--- src/rtl/pipe_rca.sv ---
// Pipelined ripple-carry add/subtract: one WIDTH/STAGES-bit chunk per stage, carry registered between stages.
// Latency STAGES cycles, one op per cycle; a stalled output (out_valid && !out_ready) freezes the whole pipe.
module pipe_rca #(
  parameter int WIDTH  = 32,
  parameter int STAGES = 4
) (
  input  logic             clk,
  input  logic             rst,
  input  logic             flush,
  input  logic             in_valid,
  output logic             in_ready,
  input  logic [WIDTH-1:0] op1,
  input  logic [WIDTH-1:0] op2,
  input  logic             cin,
  input  logic             sub,
  output logic             out_valid,
  input  logic             out_ready,
  output logic [WIDTH-1:0] sum,
  output logic             cout,
  output logic             ovf
);

  localparam int C = (STAGES > 0) ? WIDTH / STAGES : 1;

  if (STAGES < 1 || (WIDTH % STAGES) != 0) begin : g_param_check
    $error("pipe_rca: WIDTH must be a non-zero multiple of STAGES");
  end

  logic adv;

  assign adv      = !out_valid || out_ready;
  assign in_ready = adv;

  for (genvar s = 0; s < STAGES; s++) begin : g_stg
    localparam int LO  = s * C;
    localparam int REM = WIDTH - LO;

    logic [REM-1:0]  a_i;
    logic [REM-1:0]  b_i;
    logic            c_i;
    logic            v_i;
    logic [LO+C-1:0] s_n;
    logic [C:0]      add;
    logic            v_q, v_d;
    logic            c_q, c_d;
    logic [LO+C-1:0] s_q, s_d;

    assign add = {1'b0, a_i[C-1:0]} + {1'b0, b_i[C-1:0]} + {{C{1'b0}}, c_i};

    if (s == 0) begin : g_src
      assign a_i = op1;
      assign b_i = sub ? ~op2 : op2;
      assign c_i = sub | cin;
      assign v_i = in_valid;
      assign s_n = add[C-1:0];
    end else begin : g_src
      // Operand chunks arrive via the previous stage's skew registers.
      assign a_i = g_stg[s-1].g_skew.a_q;
      assign b_i = g_stg[s-1].g_skew.b_q;
      assign c_i = g_stg[s-1].c_q;
      assign v_i = g_stg[s-1].v_q;
      assign s_n = {add[C-1:0], g_stg[s-1].s_q};
    end

    always_comb begin
      v_d = v_q;
      c_d = c_q;
      s_d = s_q;
      if (adv) begin
        v_d = v_i;
        c_d = add[C];
        s_d = s_n;
      end
      if (flush) begin
        v_d = 1'b0;
      end
    end

    always_ff @(posedge clk) begin
      if (rst) begin
        v_q <= 1'b0;
        c_q <= 1'b0;
        s_q <= '0;
      end else begin
        v_q <= v_d;
        c_q <= c_d;
        s_q <= s_d;
      end
    end

    if (s < STAGES - 1) begin : g_skew
      logic [REM-C-1:0] a_q, a_d;
      logic [REM-C-1:0] b_q, b_d;

      always_comb begin
        a_d = a_q;
        b_d = b_q;
        if (adv) begin
          a_d = a_i[REM-1:C];
          b_d = b_i[REM-1:C];
        end
      end

      always_ff @(posedge clk) begin
        if (rst) begin
          a_q <= '0;
          b_q <= '0;
        end else begin
          a_q <= a_d;
          b_q <= b_d;
        end
      end
    end else begin : g_last
      logic ovf_q, ovf_d;

      // Carry into the MSB recovered from the MSB sum bit, then compared with carry out.
      always_comb begin
        ovf_d = ovf_q;
        if (adv) begin
          ovf_d = (a_i[C-1] ^ b_i[C-1] ^ add[C-1]) ^ add[C];
        end
      end

      always_ff @(posedge clk) begin
        if (rst) begin
          ovf_q <= 1'b0;
        end else begin
          ovf_q <= ovf_d;
        end
      end
    end
  end

  assign out_valid = g_stg[STAGES-1].v_q;
  assign sum       = g_stg[STAGES-1].s_q;
  assign cout      = g_stg[STAGES-1].c_q;
  assign ovf       = g_stg[STAGES-1].g_last.ovf_q;

endmodule

--- config.mk ---
export PLATFORM = sky130hd
export DESIGN_NAME = pipe_rca
export DESIGN_NICKNAME = d
export VERILOG_FILES = /design/src/rtl/pipe_rca.sv
export SDC_FILE = /design/constraint.sdc
export NUM_CORES = 1
export LEC_CHECK = 0
export ABC_AREA = 1
export CAP_MARGIN = 20
export CELL_PAD_IN_SITES_DETAIL_PLACEMENT = 0
export CELL_PAD_IN_SITES_GLOBAL_PLACEMENT = 2
export CORE_UTILIZATION = 32
export CTS_CLUSTER_DIAMETER = 60
export CTS_CLUSTER_SIZE = 30
export DETAILED_ROUTE_END_ITERATION = 8
export PLACE_DENSITY = 0.85
export SLEW_MARGIN = 30
export SYNTH_ARGS = -nofsm -noshare
export SYNTH_HDL_FRONTEND = slang
export SYNTH_SLANG_ARGS = --single-unit
--- constraint.sdc ---
create_clock -name clk -period 2.8 [get_ports clk]
set_input_delay 0.28 -clock clk [delete_from_list [all_inputs] [get_ports clk]]
set_output_delay 0.28 -clock clk [all_outputs]
set_load 0.01 [all_outputs]
Yosys cells after proc, flatten, opt, wreduce, memory -nomap -nowiden --
Cells that the tools add are included.
Cells by class: add/sub/neg operators 8, mux-type cells 1, bitwise gates (word level) 5, reductions and logical operators 3
Operators with widths (count):
- 8-bit by 8-bit adder with 9-bit output | 4
- 9-bit by 1-bit adder with 9-bit output | 4
- 32-bit two-way mux | 1
- 32-bit inverter | 1
- 1-bit bitwise XOR | 3
- 2-bit OR reduction | 1
- 1-bit zero test | 1
- 1-bit logical OR | 1
- 1-bit bitwise OR | 1
Word-level totals: bits in registers 185, input bits 71, output and inout bits 36, logic and storage cells 36

Logic depth before layout (Yosys ltp) --
word-level depth 4, mapped depth 15, mapped depth without buffers 13

Least setup slack after synthesis --
Ideal clock, no wire load.
kind input to register, start input sub, end register g_stg[0].s_q[6], library setup time 109 ps, arrival time 2019 ps, required time 2691 ps, slack 672 ps, stages 15, path buffers 2, path through buf_2 > buf_4 > or2_2 > fa_1 > inv_1 > fa_1 > inv_1 > nand3_1 > nand2_1 > nand2_1 > nand2_1 > nand2_1 > nand3_1 > nand2_1 > inv_1
Between the ends: cells in the longest elaborated chain, start to end 3, elaborated cells between the ends (all ways) 4
RTL lines:
- start, declared | RTL line 15 | input logic sub,
- 32-bit two-way mux | RTL line 52 | assign b_i = sub ? ~op2 : op2;
- 8-bit by 8-bit adder with 9-bit output | RTL line 48 | assign add = {1'b0, a_i[C-1:0]} + {1'b0, b_i[C-1:0]} + {{C{1'b0}}, c_i};
- 9-bit by 1-bit adder with 9-bit output * | RTL line 48
- end signal, assigned | RTL line 83 | s_q <= '0;
- end signal, assigned | RTL line 87 | s_q <= s_d;
- end, declared | RTL line 46 | logic [LO+C-1:0] s_q, s_d;
Every way passes the cells marked *; elsewhere a longest branch is shown, timed or not. A chain may end at the register's enable or synchronous reset.

Worst setup path in the final report --
start register g_stg[3].v_q, in the netlist out_valid, end output in_ready
Between the ends: cells in the longest elaborated chain, start to end 2
RTL lines:
- start, declared | RTL line 44 | logic v_q, v_d;
- start signal, assigned | RTL line 85 | v_q <= v_d;
- 1-bit zero test | RTL line 31 | assign adv = !out_valid || out_ready;
- 1-bit logical OR | RTL line 31
- end, declared | RTL line 11 | output logic in_ready,
No other way between the ends.

==> metrics list <==
* Hold depth: 2
- Dividing total power by cell area gives a power density of 579.0 nW/um^2.
* Max-Cap Viols: 0
* Cell with the most instances after synthesis: sky130_fd_sc_hd__nor2_1
- Yosys printed 0 warnings.
* Net Sw Power: 0.001405 W
- Number of distinct standard cells referenced by the synthesized netlist: 30
- Slowest-stage cell, CP: sky130_fd_sc_hd__clkdlybuf4s50_1
- The routed layout has 6555 vias.
* Non-Filler Instances: 1484
- Worst reg-to-reg path cell count: 10
- Measured along the x axis, the die boundary spans 162.0 microns.
- The total area inside the core boundary comes to 25180 sq um.
- Class of the tightest hold or removal check: flip-flop to flip-flop
- Final Slew Violations: 0
- In this run the tightest slew margin relative to its limit is 0.6298.
- Cells after DPL: 1453
- Maximum level of the CTS H-tree: 4
* GRT Resource Usage Total: 0.1388
- In this run the critical register-to-register path is launched from g_stg[1].c_q$_SDFFE_PP0P_.
- Final hold viol count: 0
* Count of flip-flops with a built-in enable after synthesis: 0
- The number of gates resized after CTS was 0.
* Cell taking the most area after synthesis: sky130_fd_sc_hd__dfxtp_1
- #FFs+latches synth: 185
- Data arrives at the worst endpoint at 1730 ps.
* Clock tree root driver cell: sky130_fd_sc_hd__clkbuf_16
* Relative contribution of sequential cells to total power: 0.497
- On the critical path the largest part of the delay comes from buffers and inverters.
- Share of the synthesized area in the top cell type: 0.4520
* Period utilisation layout: 0.7192
* Ys flop type: sky130_fd_sc_hd__dfxtp_1
- Number of rows in the core area: 58
- Global-route wire length before repair: 29560 microns
- Maximum number of pins on one net before global-route repair: 138
- Share of power burned in the clock network: 0.393
* Clock edge transition at the registers on the reported setup and hold paths: 60 ps
- TritonCTS built the clock tree.
* Final worst setup slack: 786.3 ps
- Clock latency on the worst-skew pair, taken at its later pin, is 420 ps.
* Initial core utilization: 0.3254
- Actual slew at the worst max-slew pin: 555.3 ps
* Ports placed on the boundary: 107
- Detailed Route Iter0 Violations: 345
- Chain of cells forming the critical path: inv_1 -> nor2_4 -> inv_6 -> clkdlybuf4s50_1
- In the final timing run, aggregate negative setup slack is 0 ps.
* Total overflow reported by the global router: 0
- Across the VDD grid, the largest voltage drop is 0.0002787 V.
* P_int: 0.004392 W
- Slowest cell delay on critical path: 600 ps
- The number of nets in the synthesized netlist is 1177.
- The initial antenna violation count is 0.
* Detailed placement HPWL: 11360 microns
- Across all register-to-register paths, the minimum setup slack is 870 ps.
* ANT nets after route: 0
- In the final routed layout, each cell accounts on average for 11.77 microns.
- The number of buffers and inverters on the critical path is 3.
* Sequential share of the synthesized area: 0.4520
* Share of cells above drive strength 1: 0.04419
- Post-synth ARST share: 0
- Weighted congestion reported at the end of routability-driven placement: 0.7551
- No sink is reached through more buffers than the 2 on the longest clock path.
- Time the worst path needs with I/O delays and setup: 2014 ps
- Buffers inserted by post-CTS timing repair: 0
- Compared with the post-synthesis result, the final layout area differs by 22.21%.
* Drt drc: 0
- The die covers 26250 sq um.
- Hold timing on the final database bottoms out at a slack of 440.3 ps.
* Vias in the first global route: 6113
- Syn avg cell area: 7.657 sq um
- By area the synthesized netlist is led by sky130_fd_sc_hd__dfxtp_1 (45%), sky130_fd_sc_hd__nor2_1 (12%), sky130_fd_sc_hd__o21ai_0 (10%).
* Die Span Y: 162.0 microns
- End of the worst hold path: g_stg[1].g_skew.b_q[9]$_SDFFE_PP0P_
- TritonCTS created 17 clock buffers.
- For this design the static power due to leakage is 4.856 nW.
* Number of antenna repair diodes: 0
- Of all nets on the critical path, the largest fanout is 36.
- Dividing the detail-routed via count by the number of cells gives 4.417.
* Reg-to-reg endpoint: g_stg[2].s_q[22]$_SDFFE_PP0P_
* Count of port buffers added during placement: 106
- CP Capture Type: output pin
* Cell count after synthesis: 1070
* Worst Setup Start Kind: flip-flop
- The share of total power dissipated in combinational logic is 0.110.
* Status: completed
* Initial DRT Pass Iterations: 5
- Unrepaired setup endpoints after global routing: no
- The number of hold buffers added after CTS was 0.
- Share of total power consumed by net switching: 0.2423
- For this block, the routed nets add up to 17470 microns of wire.
- For this run, the post-layout net count is 1249.
* Post-synth design cell area: 8193 sq um
- Start point of the worst min-delay path: g_stg[0].g_skew.b_q[17]$_SDFFE_PP0P_
- Num Clock Sinks: 185
- Static timing analysis puts the maximum clock frequency at 0.4966 GHz.
- Final Skew: 10.52 ps
- # setup viols final: 0
- Required @ worst endpoint: 2520 ps
- Sorting the synthesized cells by how often they occur yields sky130_fd_sc_hd__nor2_1 (272), sky130_fd_sc_hd__dfxtp_1 (185), sky130_fd_sc_hd__o21ai_0 (168).
- Post-place setup slack: 443.4 ps
* CP Class: flip-flop to output pin
kinds of logic (layout without fill, tap and decap cells):
kind of cell / after synthesis / in the layout / synth area share
DFF: 185 / 185 / 0.4520
xor gates and xnor gates: 44 / 44 / 0.04704
adders and majority gates: 36 / 36 / 0.06231
AOI/OAI and AO/OA: 241 / 241 / 0.1530
and+or+nand+nor: 421 / 421 / 0.2046
buffers and inverters: 143 / 227 / 0.08094
stage by stage:
stage               instance area, sq um    util  total power [W]
floorplan                           8193       -         0.003339
global placement                    9457  0.3755         0.003583
detailed placement                  9457  0.3755         0.003590
CTS                                10010  0.3976         0.005908
global route                       10010  0.3976         0.006112
finish                             10010  0.3976         0.005797
area by class of cell:
class | instances | area, sq um
Clock inverter | 11 | 98.84
Multi-Input combinational cell | 742 | 3826
Inverter | 80 | 307.8
Clock buffer | 20 | 456.7
Tap cell | 330 | 412.9
Sequential cell | 185 | 3704
Timing Repair Buffer | 116 | 1206
Fill cell | 2633 | 15170
state kept, by name, indices dropped and copies added (netlist names):
register / flops
g_stg.g_skew.a_q: 48
g_stg.v_q: 3
sum: 32
g_stg.g_skew.b_q: 48
ovf: 1
out_valid: 1
g_stg.s_q: 48
g_stg.c_q: 3
cout: 1
power by group through the flow:
stage / Clock (W) / Combinational [W] / Sequential (W)
final: 0.00228 / 0.000636 / 0.00288
after global routing: 0.00248 / 0.000731 / 0.00290
after CTS: 0.00237 / 0.000650 / 0.00288
after detailed placement: 0 / 0.000646 / 0.00294
after global placement: 0 / 0.000643 / 0.00294
after floorplan: 0 / 0.000409 / 0.00293
tightest hold or removal path, cell delays in order, from the launching register on:
cell and delay, ps:
sky130_fd_sc_hd__dfxtp_1 310, sky130_fd_sc_hd__inv_1 40, sky130_fd_sc_hd__a21oi_1 50
cells in the final DEF (no fill, tap or decap), types with 6 or more instances in the layout:
cell type,n
sky130_fd_sc_hd__xor2_1,12
sky130_fd_sc_hd__nand3_1,39
sky130_fd_sc_hd__buf_12,6
sky130_fd_sc_hd__xnor2_1,32
sky130_fd_sc_hd__o21ai_1,13
sky130_fd_sc_hd__fa_1,8
sky130_fd_sc_hd__ha_1,28
sky130_fd_sc_hd__a21oi_1,43
sky130_fd_sc_hd__o21ai_0,168
sky130_fd_sc_hd__nand2_1,93
sky130_fd_sc_hd__dfxtp_1,185
sky130_fd_sc_hd__inv_1,78
sky130_fd_sc_hd__clkbuf_16,17
sky130_fd_sc_hd__nor2_1,272
sky130_fd_sc_hd__o21bai_1,8
sky130_fd_sc_hd__clkdlybuf4s50_1,105
sky130_fd_sc_hd__nand4_1,6
per-layer routing:
metal / up-vias / GRT usage / part of all wire
li1: 3564 / - / -
met1: 2901 / 0.1871 / 0.52
met2: 78 / 0.2197 / 0.44
met3: 12 / 0.03320 / 0.033
met4: 0 / 0.03988 / 0.010
met5: - / 0 / 0
worst max-delay path by stage:
stage	start	end	slack (ps)	depth (start not counted)
after detailed placement	op2[0]	g_stg[0].s_q[6]$_SDFFE_PP0P_	440	13
after global routing	out_valid$_SDFFE_PP0P_	in_ready	710	4
final	out_valid$_SDFFE_PP0P_	in_ready	790	4
after CTS	out_valid$_SDFFE_PP0P_	in_ready	750	4
after global placement	op2[0]	g_stg[0].s_q[6]$_SDFFE_PP0P_	470	13
after floorplan	sub	g_stg[0].s_q[6]$_SDFFE_PP0P_	670	15
Power figures use the tool's default switching activity.
